**src/rtl/multicycle_control_if.sv**
```systemverilog
// Control bundle between the multicycle controller and its datapath/memory.
// The controller side (master) samples opcode/mem_ready and drives every strobe and select.
interface multicycle_control_if;
    logic [6:0]  opcode;
    logic        mem_ready;
    logic        pc_write;
    logic        pc_write_cond;
    logic        ir_write;
    logic        mem_read;
    logic        mem_write;
    logic        i_or_d;
    logic        mem_to_reg;
    logic        reg_write;
    logic [1:0]  alu_src_a;
    logic [1:0]  alu_src_b;
    logic [1:0]  alu_op;
    logic [1:0]  pc_source;
    logic        illegal;
    logic [3:0]  state;
    logic [31:0] retired_count;

    modport master (
        input  opcode, mem_ready,
        output pc_write, pc_write_cond, ir_write, mem_read, mem_write, i_or_d,
               mem_to_reg, reg_write, alu_src_a, alu_src_b, alu_op, pc_source,
               illegal, state, retired_count
    );

    modport slave (
        output opcode, mem_ready,
        input  pc_write, pc_write_cond, ir_write, mem_read, mem_write, i_or_d,
               mem_to_reg, reg_write, alu_src_a, alu_src_b, alu_op, pc_source,
               illegal, state, retired_count
    );
endinterface

```
**src/rtl/multicycle_control.sv**
```systemverilog
// Multicycle RISC-V style main controller: Moore FSM driving datapath strobes,
// with a retired-instruction counter.
//
// state     | meaning
// FETCH     | read instruction, PC+4; waits on mem_ready
// DECODE    | latch opcode class, branch target into ALUOut
// MEM_ADDR  | rs1 + imm address for load/store
// MEM_READ  | data read; waits on mem_ready
// MEM_WB    | load data into register file
// MEM_WRITE | data write; waits on mem_ready
// EXECUTE   | R-type ALU operation
// ALU_WB    | ALU result into register file
// BRANCH    | compare and conditional PC update
module multicycle_control (
    input  logic                 clk,
    input  logic                 reset,
    multicycle_control_if.master bus
);
    typedef enum logic [3:0] {
        S_FETCH     = 4'd0,
        S_DECODE    = 4'd1,
        S_MEM_ADDR  = 4'd2,
        S_MEM_READ  = 4'd3,
        S_MEM_WB    = 4'd4,
        S_MEM_WRITE = 4'd5,
        S_EXECUTE   = 4'd6,
        S_ALU_WB    = 4'd7,
        S_BRANCH    = 4'd8
    } state_t;

    typedef enum logic [2:0] {
        CLS_NONE, CLS_LOAD, CLS_STORE, CLS_RTYPE, CLS_BRANCH
    } cls_t;

    localparam logic [6:0] OP_LOAD   = 7'b0000011;
    localparam logic [6:0] OP_STORE  = 7'b0100011;
    localparam logic [6:0] OP_RTYPE  = 7'b0110011;
    localparam logic [6:0] OP_BRANCH = 7'b1100011;

    state_t      state_q, state_d;
    cls_t        cls_q, cls_dec;
    logic [31:0] count_q;
    logic        retire;
    logic        pc_write_r, pc_write_cond_r, ir_write_r, mem_write_r, reg_write_r, illegal_r;

    always_comb begin
        unique case (bus.opcode)
            OP_LOAD:   cls_dec = CLS_LOAD;
            OP_STORE:  cls_dec = CLS_STORE;
            OP_RTYPE:  cls_dec = CLS_RTYPE;
            OP_BRANCH: cls_dec = CLS_BRANCH;
            default:   cls_dec = CLS_NONE;
        endcase
    end

    always_ff @(posedge clk) begin
        if (reset) begin
            state_q <= S_FETCH;
            cls_q   <= CLS_NONE;
            count_q <= '0;
        end else begin
            state_q <= state_d;
            if (state_q == S_DECODE)
                cls_q <= cls_dec;
            if (retire)
                count_q <= count_q + 32'd1;
        end
    end

    always_comb begin
        state_d          = S_FETCH;
        retire           = 1'b0;
        pc_write_r       = 1'b0;
        pc_write_cond_r  = 1'b0;
        ir_write_r       = 1'b0;
        mem_write_r      = 1'b0;
        reg_write_r      = 1'b0;
        illegal_r        = 1'b0;
        bus.mem_read     = 1'b0;
        bus.i_or_d       = 1'b0;
        bus.mem_to_reg   = 1'b0;
        bus.alu_src_a    = 2'b00;
        bus.alu_src_b    = 2'b00;
        bus.alu_op       = 2'b00;
        bus.pc_source    = 2'b00;
        case (state_q)
            S_FETCH: begin
                bus.mem_read  = 1'b1;
                bus.alu_src_b = 2'b01;
                ir_write_r    = bus.mem_ready;
                pc_write_r    = bus.mem_ready;
                state_d       = bus.mem_ready ? S_DECODE : S_FETCH;
            end
            S_DECODE: begin
                bus.alu_src_b = 2'b10;
                unique case (cls_dec)
                    CLS_LOAD, CLS_STORE: state_d = S_MEM_ADDR;
                    CLS_RTYPE:           state_d = S_EXECUTE;
                    CLS_BRANCH:          state_d = S_BRANCH;
                    default: begin
                        state_d   = S_FETCH;
                        illegal_r = 1'b1;
                    end
                endcase
            end
            S_MEM_ADDR: begin
                bus.alu_src_a = 2'b01;
                bus.alu_src_b = 2'b10;
                state_d       = (cls_q == CLS_LOAD) ? S_MEM_READ : S_MEM_WRITE;
            end
            S_MEM_READ: begin
                bus.mem_read = 1'b1;
                bus.i_or_d   = 1'b1;
                state_d      = bus.mem_ready ? S_MEM_WB : S_MEM_READ;
            end
            S_MEM_WB: begin
                reg_write_r    = 1'b1;
                bus.mem_to_reg = 1'b1;
                retire         = 1'b1;
            end
            S_MEM_WRITE: begin
                bus.i_or_d  = 1'b1;
                mem_write_r = 1'b1;
                retire      = bus.mem_ready;
                state_d     = bus.mem_ready ? S_FETCH : S_MEM_WRITE;
            end
            S_EXECUTE: begin
                bus.alu_src_a = 2'b01;
                bus.alu_op    = 2'b10;
                state_d       = S_ALU_WB;
            end
            S_ALU_WB: begin
                reg_write_r = 1'b1;
                retire      = 1'b1;
            end
            S_BRANCH: begin
                bus.alu_src_a   = 2'b01;
                bus.alu_op      = 2'b01;
                pc_write_cond_r = 1'b1;
                bus.pc_source   = 2'b01;
                retire          = 1'b1;
            end
            default: state_d = S_FETCH;
        endcase
    end

    // Write-type strobes are forced quiet while reset is held, whatever state is registered.
    assign bus.pc_write      = pc_write_r      & ~reset;
    assign bus.pc_write_cond = pc_write_cond_r & ~reset;
    assign bus.ir_write      = ir_write_r      & ~reset;
    assign bus.mem_write     = mem_write_r     & ~reset;
    assign bus.reg_write     = reg_write_r     & ~reset;
    assign bus.illegal       = illegal_r       & ~reset;
    assign bus.state         = state_q;
    assign bus.retired_count = count_q;
endmodule

```
**src/flat_wrapper.sv**
```systemverilog
// flat-port wrapper written by rule: the top's interface ports become plain ports
module multicycle_control_flat 
  (clk, reset, bus_opcode, bus_mem_ready, bus_pc_write, bus_pc_write_cond, bus_ir_write, bus_mem_read, bus_mem_write, bus_i_or_d, bus_mem_to_reg, bus_reg_write, bus_alu_src_a, bus_alu_src_b, bus_alu_op, bus_pc_source, bus_illegal, bus_state, bus_retired_count);
  multicycle_control_if bus_i ();
  input  logic clk;
  input  logic reset;
  input wire logic [$bits(bus_i.opcode)-1:0] bus_opcode;
  input wire logic [$bits(bus_i.mem_ready)-1:0] bus_mem_ready;
  output wire logic [$bits(bus_i.pc_write)-1:0] bus_pc_write;
  output wire logic [$bits(bus_i.pc_write_cond)-1:0] bus_pc_write_cond;
  output wire logic [$bits(bus_i.ir_write)-1:0] bus_ir_write;
  output wire logic [$bits(bus_i.mem_read)-1:0] bus_mem_read;
  output wire logic [$bits(bus_i.mem_write)-1:0] bus_mem_write;
  output wire logic [$bits(bus_i.i_or_d)-1:0] bus_i_or_d;
  output wire logic [$bits(bus_i.mem_to_reg)-1:0] bus_mem_to_reg;
  output wire logic [$bits(bus_i.reg_write)-1:0] bus_reg_write;
  output wire logic [$bits(bus_i.alu_src_a)-1:0] bus_alu_src_a;
  output wire logic [$bits(bus_i.alu_src_b)-1:0] bus_alu_src_b;
  output wire logic [$bits(bus_i.alu_op)-1:0] bus_alu_op;
  output wire logic [$bits(bus_i.pc_source)-1:0] bus_pc_source;
  output wire logic [$bits(bus_i.illegal)-1:0] bus_illegal;
  output wire logic [$bits(bus_i.state)-1:0] bus_state;
  output wire logic [$bits(bus_i.retired_count)-1:0] bus_retired_count;
  assign bus_i.opcode = bus_opcode;
  assign bus_i.mem_ready = bus_mem_ready;
  assign bus_pc_write = bus_i.pc_write;
  assign bus_pc_write_cond = bus_i.pc_write_cond;
  assign bus_ir_write = bus_i.ir_write;
  assign bus_mem_read = bus_i.mem_read;
  assign bus_mem_write = bus_i.mem_write;
  assign bus_i_or_d = bus_i.i_or_d;
  assign bus_mem_to_reg = bus_i.mem_to_reg;
  assign bus_reg_write = bus_i.reg_write;
  assign bus_alu_src_a = bus_i.alu_src_a;
  assign bus_alu_src_b = bus_i.alu_src_b;
  assign bus_alu_op = bus_i.alu_op;
  assign bus_pc_source = bus_i.pc_source;
  assign bus_illegal = bus_i.illegal;
  assign bus_state = bus_i.state;
  assign bus_retired_count = bus_i.retired_count;
  multicycle_control u_core (.clk(clk), .reset(reset), .bus(bus_i));
endmodule
```
**config.mk**
```make
export PLATFORM = sky130hd
export DESIGN_NAME = multicycle_control_flat
export DESIGN_NICKNAME = d
export VERILOG_FILES = /design/src/rtl/multicycle_control_if.sv /design/src/rtl/multicycle_control.sv /design/src/flat_wrapper.sv
export SDC_FILE = /design/constraint.sdc
export NUM_CORES = 1
export LEC_CHECK = 0
export CORE_MARGIN = 2
export CORE_UTILIZATION = 45
export DETAILED_ROUTE_END_ITERATION = 6
export PLACE_DENSITY = 0.76
export SETUP_SLACK_MARGIN = 0.05
export SKIP_LAST_GASP = 1
export SLEW_MARGIN = 40
export SYNTH_ARGS = -nofsm -noshare
export SYNTH_HDL_FRONTEND = slang
export SYNTH_SLANG_ARGS = --single-unit
```
**constraint.sdc**
```tcl
create_clock -name clk -period 2.51 [get_ports clk]
set_input_delay 0.502 -clock clk [delete_from_list [all_inputs] [get_ports clk]]
set_output_delay 0.502 -clock clk [all_outputs]
set_load 0.05 [all_outputs]
```
==> summary.md, run 1 <==
| Metric | Value |
|---|---|
| Antenna violations before repair | 0 |
| Static Leak | a little over 1 nW |
| DRC | 0 |
| H-Tree Level Count | 2 |
| Async S/R FF share, synth | 0% |
| Worst rel slew slack | about three fifths |
| Fmax achieved | between 400 and 500 MHz |
| Vias post-DR | about 2,300 |
| Endpoints failing setup | 0 |
| Die area | 5480 um2 |
| Grt ovf | 0 |
| GRT Overall Usage | 19.9% |
| Die Height | roughly 74 um |
| Reg clk slew, reported paths | around 70 ps |
| Hpwl dp | approximately 3800 um |
| CP endpoint kind | output port |
| Status | completed |
| Inserted Diodes | 0 |
| Cell row count | 25 |
| Placed Area | between 2000 and 3000 um2 |
| Drt first pass iters | 4 |
| Largest net degree at the start of global routing | between 50 and 60 |
| Layout cells sized above 1 | between 15 and 20% |
| Final Max Tran Viols | 0 |
| Routed wire length per instance | roughly 13 um |
| Final min period | between 2000 and 2500 ps |
| CTS Root Cell | clkbuf_8 |
| PwrDens | roughly 380 nW/um2 |
| Reg2reg end | u_core.bus.retired_count[27] |
| Synthesized area | between 2000 and 2500 um2 |
| Core Region | 4720 um2 |
| Reg-to-reg startpoint | u_core.bus.retired_count[4] |
| Vias/cell | 5.69 |
| Worst Path Required | roughly 2000 ps |
| Synth unique cells | 44 |
| Warnings from Yosys | 0 |
| Port bufs | 60 |
| Max cap viols | 0 |
| Commonest non-fill, non-tap cells in the layout | clkdlybuf4s50_1, dfxtp_1, a21oi_1 |
| Hold Path Sink | u_core.bus.retired_count[20] |
| Number of routed nets with antenna violations | 0 |
| Final wirelength | 5340 um |
| Synth Area per Inst | approximately 8.1 um2 |
| TritonCTS clock tree | done |
| Worst VDD drop | about 260 uV |
| Post-synth EDFFs | 0 |
| Worst EP arrival | roughly 1900 ps |
| Routability Congestion | around 0.81 |
| Nets | 340 |
| Slew @ Worst Pin | 571 ps |
| Hold_sp | u_core.bus.retired_count[20] |
| Initial Util | roughly 47% |
| Cells after Synth | approximately 270 |
| First-pass GRT wire length | about 8900 um |
| IO Pins | 63 |
| Setup WS pre-CTS | roughly 120 ps |
| DR iter-0 viols | 52 |
| Setup slack after layout | around 130 ps |
| Worst R2R Setup Slack | ~260 ps |
| Area delta synth->final | 37.2% |
| Crit Path Max Fanout | 17 |
| Final period util | between 90% and 100% |
| Clk Latency, worst-skew pair | 290 ps |
| Clk sinks | 39 |
| Die X | approximately 74 um |
| Clock Tree Buf Depth | 2 |
| Setup CP Type | flop to output port |
| Cts bufs inserted | 5 |
| Sequential area share after synthesis | between 30 and 40% |
| Total Power | between 1 and 1.5 mW |
| FF-to-FF path depth | 4 |
| Final instance area | 3030 um2 |
| Hold-fix buffers at CTS | 0 |
| Post-synth top flop | dfxtp_1 |
| Most common cell after layout, fill and taps aside | clkdlybuf4s50_1 |
| Critical path launch point type | flop |
| Hold path depth | 2 |
| Number of global-route vias before repair | just under 2,000 |
| Hold Vio Cnt, Final | 0 |
| Max Clock Skew | between 3 and 4 ps |
| Unrepaired setup endpoints after global routing | no |
| #FFs+latches synth | 39 |
| Hold WC Path Type | flop to flop |
==> synthesized netlist by cell type (4+ instances only) <==
cell type,number,area (um2)
buf_4,4,30.0
or4_1,17,128
or3_1,6,37.5
dfxtp_1,39,781
and4_1,4,35.0
o21ai_0,10,50.1
nor3_1,7,35.0
nor4_1,9,56.3
clkbuf_1,13,48.8
nor2b_1,11,68.8
inv_1,5,18.8
mux2_2,6,67.6
a21oi_1,25,125
buf_1,5,18.8
nand2_1,12,45.0
nand4_1,9,56.3
nand3_1,14,70.1
nor2_1,17,63.8
nor3b_1,5,37.5
o31ai_1,16,120
==> routing by layer <==
layer / global-route usage (%) / vias to the layer above / wire length, um
met5: 0 / - / 0
met4: 5.45 / 0 / 55
met3: 3.39 / 5 / 282
met2: 35.6 / 64 / 2590
met1: 24.6 / 1057 / 2410
li1: - / 1133 / -
==> worst max path at each step <==
| stage | from | end | slack, ps | cells after the start |
|---|---|---|---|---|
| global route | u_core.bus.state[0] | bus_illegal | 70 | 3 |
| detailed placement | bus_mem_ready | u_core.bus.retired_count[31] | 120 | 6 |
| finish | u_core.bus.state[0] | bus_illegal | 130 | 3 |
| global placement | bus_mem_ready | u_core.bus.retired_count[24] | 120 | 6 |
| CTS | u_core.bus.state[0] | bus_illegal | 50 | 3 |
| floorplan | u_core.bus.state[2] | bus_pc_write | -200 | 4 |
==> worst max-delay path: stages, from the launching register on <==
cell	delay, ps
dfxtp_4	450
or4b_2	730
nor3_4	240
buf_12	160
==> state kept, by name (all words and copies together), names as in the netlist <==
register / count
u_core.cls_q: 3
u_core.bus.retired_count: 32
u_core.bus.state: 4
==> power by group <==
group	internal, mW	total, mW	switching [mW]
registers	0.619	0.624	0.00449
logic	0.0395	0.105	0.0652
clock network	0.194	0.408	0.214
==> layout make-up <==
class                      instances  area [um2]
clock buffer                       6        72.6
inverter                           5        18.8
timing repair buffer              72         699
tap                               67        83.8
clock inverter                     2        12.5
fill                             417        1690
multi-input combinational        206        1360
sequential                        39         785
==> metrics by stage <==
stage	instances	hold WS (ps)	util, %	TNS [ps]
finish	397	506	64.2	0
global route	397	546	64.2	0
CTS	397	511	64.1	0
detailed placement	389	498	62.3	0
global placement	389	489	62.3	0
floorplan	274	469	-	-333
==> logic make-up (layout without fill, tap and decap cells) <==
family / count (synthesis) / in the layout / share of synthesized area [%]
flip-flops: 39 / 39 / 35.4
buffers and inverters: 29 / 85 / 5.72
AND/OR/NAND/NOR: 129 / 129 / 34.8
multiplexers: 9 / 9 / 4.53
AO/OA/AOI/OAI: 61 / 61 / 17.3
other: 1 / 2 / 0.170
adder cells (fa/ha/maj): 1 / 1 / 0.566
XOR/XNOR: 4 / 4 / 1.59
==> timing repair <==
action,CTS,global route
endpoints found under the setup margin,1,1
gates resized for setup,1,1
endpoints found under the hold margin,0,0
buffers inserted,0,0
No activity file was read; power rests on OpenSTA's default activity.
==> inputs of run 2 (changes only) <==
- SETUP_SLACK_MARGIN: 0.05 -> 0.2
==> run 2 against run 1 <==
  * Combinational power about the same
  * Highest routed layer unchanged
  * Critical path depth stayed put
  * Clock power increased by 52%
  * Via count is 2.2% lower
  * Sequential power barely moved
  * Clock skew rose by 4.2 ps
==> summary.md, run 2 (synthesized netlist as in run 1, its figures left out) <==
| Metric | Value |
|---|---|
| Cts bufs inserted | 5 (unchanged) |
| Setup WS pre-CTS | 89.7 ps (-28.1 ps) |
| Largest net degree at the start of global routing | 55 (unchanged) |
| Final min period | 2220 ps (-165 ps) |
| Routed wire length per instance | 13.7 um (+1.8%) |
| Worst EP arrival | 1720 ps (-160 ps) |
| Reg-to-reg startpoint | u_core.bus.state[3] |
| Post-CTS Setup Bufs | 0 (unchanged) |
| Area delta synth->final | 37.3% (about the same) |
| Static Leak | 0.999 nW (-0.81%) |
| Reg2reg end | u_core.bus.retired_count[24] |
| Hold path depth | 2 (unchanged) |
| Number of global-route vias before repair | 1,961 (-0.91%) |
| Routability Congestion | 0.809 (+0.37%) |
| CTS Root Cell | clkbuf_8 |
| Status | completed |
| First-pass GRT wire length | 8710 um (-1.6%) |
| TritonCTS clock tree | done |
| Worst Path Required | 2010 ps (about the same) |
| Grt ovf | 0 (unchanged) |
| Fmax achieved | 451 MHz (+7.5%) |
| Endpoints failing setup | 0 (unchanged) |
| Cell row count | 25 (unchanged) |
| Hold WC Path Type | flop to flop |
| Filler cells | 403 (-3.4%) |
| Antenna violations before repair | 0 (unchanged) |
| Layout cells sized above 1 | 16.4% (+0.65 points) |
| Drt first pass iters | 4 (unchanged) |
| H-Tree Level Count | 2 (unchanged) |
| GRT Overall Usage | 19.6% (-0.34 points) |
| Final Max Tran Viols | 0 (unchanged) |
| Core Region | 4720 um2 (unchanged) |
| Hold Path Sink | u_core.bus.retired_count[20] |
| Commonest non-fill, non-tap cells in the layout | clkdlybuf4s50_1, dfxtp_1, a21oi_1 |
| Worst rel slew slack | 60.2% (-1.8 points) |
| Clk Latency, worst-skew pair | 290 ps (about the same) |
| Vias/cell | 5.66 (-0.46%) |
| PwrDens | 444 nW/um2 (+18%) |
| Nets | 333 (-2.1%) |
| Most common cell after layout, fill and taps aside | clkdlybuf4s50_1 |
| Port bufs | 60 (unchanged) |
| Register area | 800 um2 (+1.9%) |
| Initial Util | 46.8% (unchanged) |
| Hpwl dp | 3620 um (-4.0%) |
| IO Pins | 63 (unchanged) |
| Hold_sp | u_core.bus.retired_count[20] |
| CP endpoint kind | output port |
| Clock Tree Buf Depth | 2 (unchanged) |
| Final period util | 88.3% (-6.6 points) |
| Die X | 74.1 um (unchanged) |
| Number of routed nets with antenna violations | 0 (unchanged) |
| Unrepaired setup endpoints after global routing | no |
| Clk sinks | 39 (unchanged) |
| Setup CP Type | flop to output port |
| Worst R2R Setup Slack | 320 ps (+60 ps) |
| Hold Vio Cnt, Final | 0 (unchanged) |
| Die area | 5480 um2 (unchanged) |
| Slew @ Worst Pin | 597 ps (+26.5 ps) |
| Worst VDD drop | 343 uV (+32%) |
| Worst hold slack | 498 ps (-8.09 ps) |
| Hold-fix buffers at CTS | 0 (unchanged) |
| DRC | 0 (unchanged) |
| Area of the multi-input gates | 1370 um2 (+0.55%) |
| Final wirelength | 5340 um (about the same) |
| Inserted Diodes | 0 (unchanged) |
| Max cap viols | 0 (unchanged) |
| FF-to-FF path depth | 5 (+1) |
| Max Clock Skew | 8.09 ps (+4.22 ps) |
| DR iter-0 viols | 81 (+56%) |
| Setup slack after layout | 293 ps (+165 ps) |
| Vias post-DR | 2,209 (-2.2%) |
| Crit Path Max Fanout | 16 (-1) |
| Largest register FFs | 32 (unchanged) |
| Layout Utilization | 64.2% (about the same) |
| Die Height | 74.1 um (unchanged) |
| Critical path launch point type | flop |
| Reg clk slew, reported paths | 80 ps (about the same) |
-- run 2: report_power, final --
| part | total [mW] | switching [mW] | internal (mW) |
|---|---|---|---|
| Sequential | 0.622 | 0.00466 | 0.618 |
| Combinational | 0.102 | 0.0646 | 0.0373 |
| Clock | 0.621 | 0.224 | 0.396 |
-- run 2: repair_timing --
| action | CTS | global route |
|---|---|---|
| endpoints found under the hold margin | 0 | 0 |
| gates resized for setup | 6 | 4 |
| endpoints found under the setup margin | 6 | 21 |
-- run 2: metrics by stage --
step                      instances  setup TNS, ps  cell area [um2]  power [mW]
after floorplan                 274          -3.86             2290       0.707
after global placement          382              0             2880       0.740
after detailed placement        382              0             2880       0.741
after CTS                       390              0             3020        1.36
after global routing            390              0             3030        1.39
final                           390              0             3030        1.34
-- run 2: how the worst max path moves through the flow --
stage / startpoint / endpoint / slack [ps]
global route: u_core.bus.state[3] / u_core.bus.retired_count[24] / 220
global placement: bus_mem_ready / u_core.bus.retired_count[24] / 130
CTS: u_core.bus.state[1] / bus_illegal / 70
detailed placement: bus_mem_ready / u_core.bus.retired_count[31] / 90
floorplan: u_core.bus.state[2] / bus_pc_write / -4
finish: u_core.bus.state[1] / bus_illegal / 290
-- run 2: final cells by class --
type	count	share of cell area, %
inverter	5	0.619
clock buffer	5	2.27
timing repair buffer	65	20.7
multi-input combinational	206	45.1
sequential	39	26.4
tap	67	2.77
clock inverter	3	2.23
-- run 2: metal layers --
metal	global-route usage [%]	share of wire, %	vias up
li1	-	-	1120
met1	25.1	47	1033
met2	33.4	46	52
met3	4.88	6.4	4
met4	4.04	0.62	0
met5	0	0	-
-- run 2: critical path, cell delays in order, from the launching register on --
cell and delay (ps):
dfxtp_2 420, or4b_4 630, nor3_4 220, buf_12 160
==> inputs of run 3 (changes only) <==
- DONT_BUFFER_PORTS: not set -> 1
- GPL_TIMING_DRIVEN: not set -> 0
- PLACE_DENSITY: 0.76 -> not set
==> run 3 against run 2 <==
  * Sequential cell count is the same
  * Critical endpoint is now bus_pc_write
  * Clock skew shrank 1.0 ps
  * The flow now finishes with violations (negative setup slack)
  * Worst setup slack lost 570 ps
  * Hold slack got worse by 140 ps
==> summary.md, run 3 (synthesized netlist as in run 1, its figures left out) <==
| Metric | Value |
|---|---|
| H-Tree Level Count | 2 (unchanged) |
| Cts bufs inserted | 5 (unchanged) |
| Drt first pass iters | 4 (unchanged) |
| DRC | 0 (unchanged) |
| Worst path bufs/invs | 2 (+1) |
| Pint | 962 uW (-8.5%) |
| Final instance area | 2820 um2 (-7.0%) |
| Initial Util | 46.8% (unchanged) |
| First-pass GRT wire length | 9380 um (+7.8%) |
| CP top delay family | simple AND/OR/NAND/NOR gates |
| Vias post-DR | 2,211 (+0.091%) |
| Die Height | 74.1 um (unchanged) |
| Crit path max-delay cell type | nor4_4 |
| Cell row count | 25 (unchanged) |
| Switching share of power | 24.1% (+2.3 points) |
| Final Max Tran Viols | 0 (unchanged) |
| Setup slack after layout | -273 ps (-566 ps) |
| Filler cells | 416 (+3.2%) |
| Worst VDD drop | 315 uV (-8.2%) |
| Reg clk slew, reported paths | 80 ps (about the same) |
| Fin cells | 356 (-8.7%) |
| PwrDens | 449 nW/um2 (+1.3%) |
| Layout cells sized above 1 | 30.1% (+14 points) |
| Crit Path Max Fanout | 8 (-8) |
| Total Power | 1.27 mW (-5.8%) |
| Max Clock Skew | 7.04 ps (-1.05 ps) |
| Hpwl dp | 3940 um (+8.7%) |
| Unrepaired setup endpoints after global routing | yes |
| Sequential share of power | 48.2% (+1.9 points) |
| Number of routed nets with antenna violations | 0 (unchanged) |
| Hold WC Path Type | input port to flop |
| Die area | 5480 um2 (unchanged) |
| Final period util | 111% (+23 points) |
| Max incr delay on CP | 700 ps (+70 ps) |
| Inserted Diodes | 0 (unchanged) |
| Critical path launch point type | flop |
| CP endpoint kind | output port |
| Slew @ Worst Pin | 925 ps (+328 ps) |
| Core Region | 4720 um2 (unchanged) |
| Clk sinks | 39 (unchanged) |
| Number of global-route vias before repair | 1,889 (-3.7%) |
| Vias/cell | 6.21 (+9.6%) |
| Hold Vio Cnt, Final | 0 (unchanged) |
| Worst Path Required | 2010 ps (about the same) |
| Port bufs | 0 (-100%) |
| Clock power frac | 44.5% (-1.6 points) |
| IO Pins | 63 (unchanged) |
| Worst rel slew slack | 38.2% (-22 points) |
| Layout Utilization | 59.7% (-4.5 points) |
| Static Leak | 0.879 nW (-12%) |
| Largest register FFs | 32 (unchanged) |
| Clock Tree Buf Depth | 2 (unchanged) |
| Commonest non-fill, non-tap cells in the layout | a21oi_1, dfxtp_1, or4_1 |
| Routability Congestion | 0.821 (+1.5%) |
| Fmax achieved | 359 MHz (-20%) |
| Gate power share | 7.4% (-0.2 points) |
| Routed wire length per instance | 16.9 um (+24%) |
| Final wirelength | 6030 um (+13%) |
| Placed Area | 2400 um2 (-17%) |
| Antenna violations before repair | 0 (unchanged) |
| Area delta synth->final | 27.7% |
| Violated checks | negative setup slack |
| Worst EP arrival | 2280 ps (+560 ps) |
| Largest net degree at the start of global routing | 14 (-75%) |
| DR iter-0 viols | 99 (+22%) |
| Nets | 299 (-10%) |
| Sw Pwr | 305 uW (+4.0%) |
| Final TNS setup | -354 ps (-354 ps) |
| Clk Latency, worst-skew pair | 290 ps (about the same) |
| TritonCTS clock tree | done |
| Register area | 845 um2 (+5.6%) |
| GRT Overall Usage | 21.8% (+2.3 points) |
| Crit path cell chain | clkbuf_16 -> nor4_4 -> and3b_2 -> buf_8 |
| Area of the multi-input gates | 1500 um2 (+9.9%) |
| Final min period | 2780 ps (+566 ps) |
| Endpoints failing setup | 2 (+2) |
| Hold-fix buffers at CTS | 0 (unchanged) |
| Most common cell after layout, fill and taps aside | a21oi_1 |
| Dpl cells | 341 (-11%) |
| Setup CP Type | flop to output port |
| Die X | 74.1 um (unchanged) |
| Max cap viols | 0 (unchanged) |
| Grt ovf | 0 (unchanged) |
| CTS Root Cell | clkbuf_8 |
| Status | finished, violations left |
[run 3: what timing repair did]
action,CTS,global route
endpoints found under the setup margin,38,37
setup buffers,6,1
gates resized for setup,41,30
pin swaps,5,5
[run 3: area by class of cell]
cell class,count,share of cell area [%]
multi-input cells,206,53.2
clock buffers,6,2.93
well taps,67,2.97
inverters,5,0.665
flip-flops and latches,39,29.9
plain buffers,24,6.88
repair buffers,7,2.00
clock inverters,2,1.38
[run 3: per-layer routing]
metal,part of all wire [%],GRT usage [%],vias up
li1,-,-,1060
met1,43,28.5,1059
met4,1.1,5.86,0
met2,49,35.8,83
met5,0,0,-
met3,7.1,5.83,9
[run 3: worst paths after layout]
check                      startpoint                           end  slack (ps)  depth (start not counted)
setup / recovery  u_core.bus.state[0]                  bus_pc_write        -270                          4
hold / removal          bus_opcode[5]               u_core.cls_q[1]         360                          2
setup reg to reg  u_core.bus.state[3]  u_core.bus.retired_count[31]         250                          5
hold reg to reg       u_core.cls_q[1]               u_core.cls_q[1]         520                          2
[run 3: metrics by stage]
| stage | setup slack, ps | hold slack, ps |
|---|---|---|
| 2_1_floorplan | -3.86 | 469 |
| 3_3_place_gp | -116 | 503 |
| 3_5_place_dp | -84.9 | 506 |
| 4_1_cts | -300 | 353 |
| 5_1_grt | -338 | 360 |
| 6_report | -273 | 359 |
[run 3: power by group through the flow]
stage	Clock (mW)	Combinational, mW	Sequential (mW)
3_5_place_dp	0	0.0791	0.640
3_3_place_gp	0	0.0772	0.640
4_1_cts	0.574	0.0910	0.616
2_1_floorplan	0	0.0680	0.639
5_1_grt	0.604	0.100	0.611
6_report	0.563	0.0935	0.610
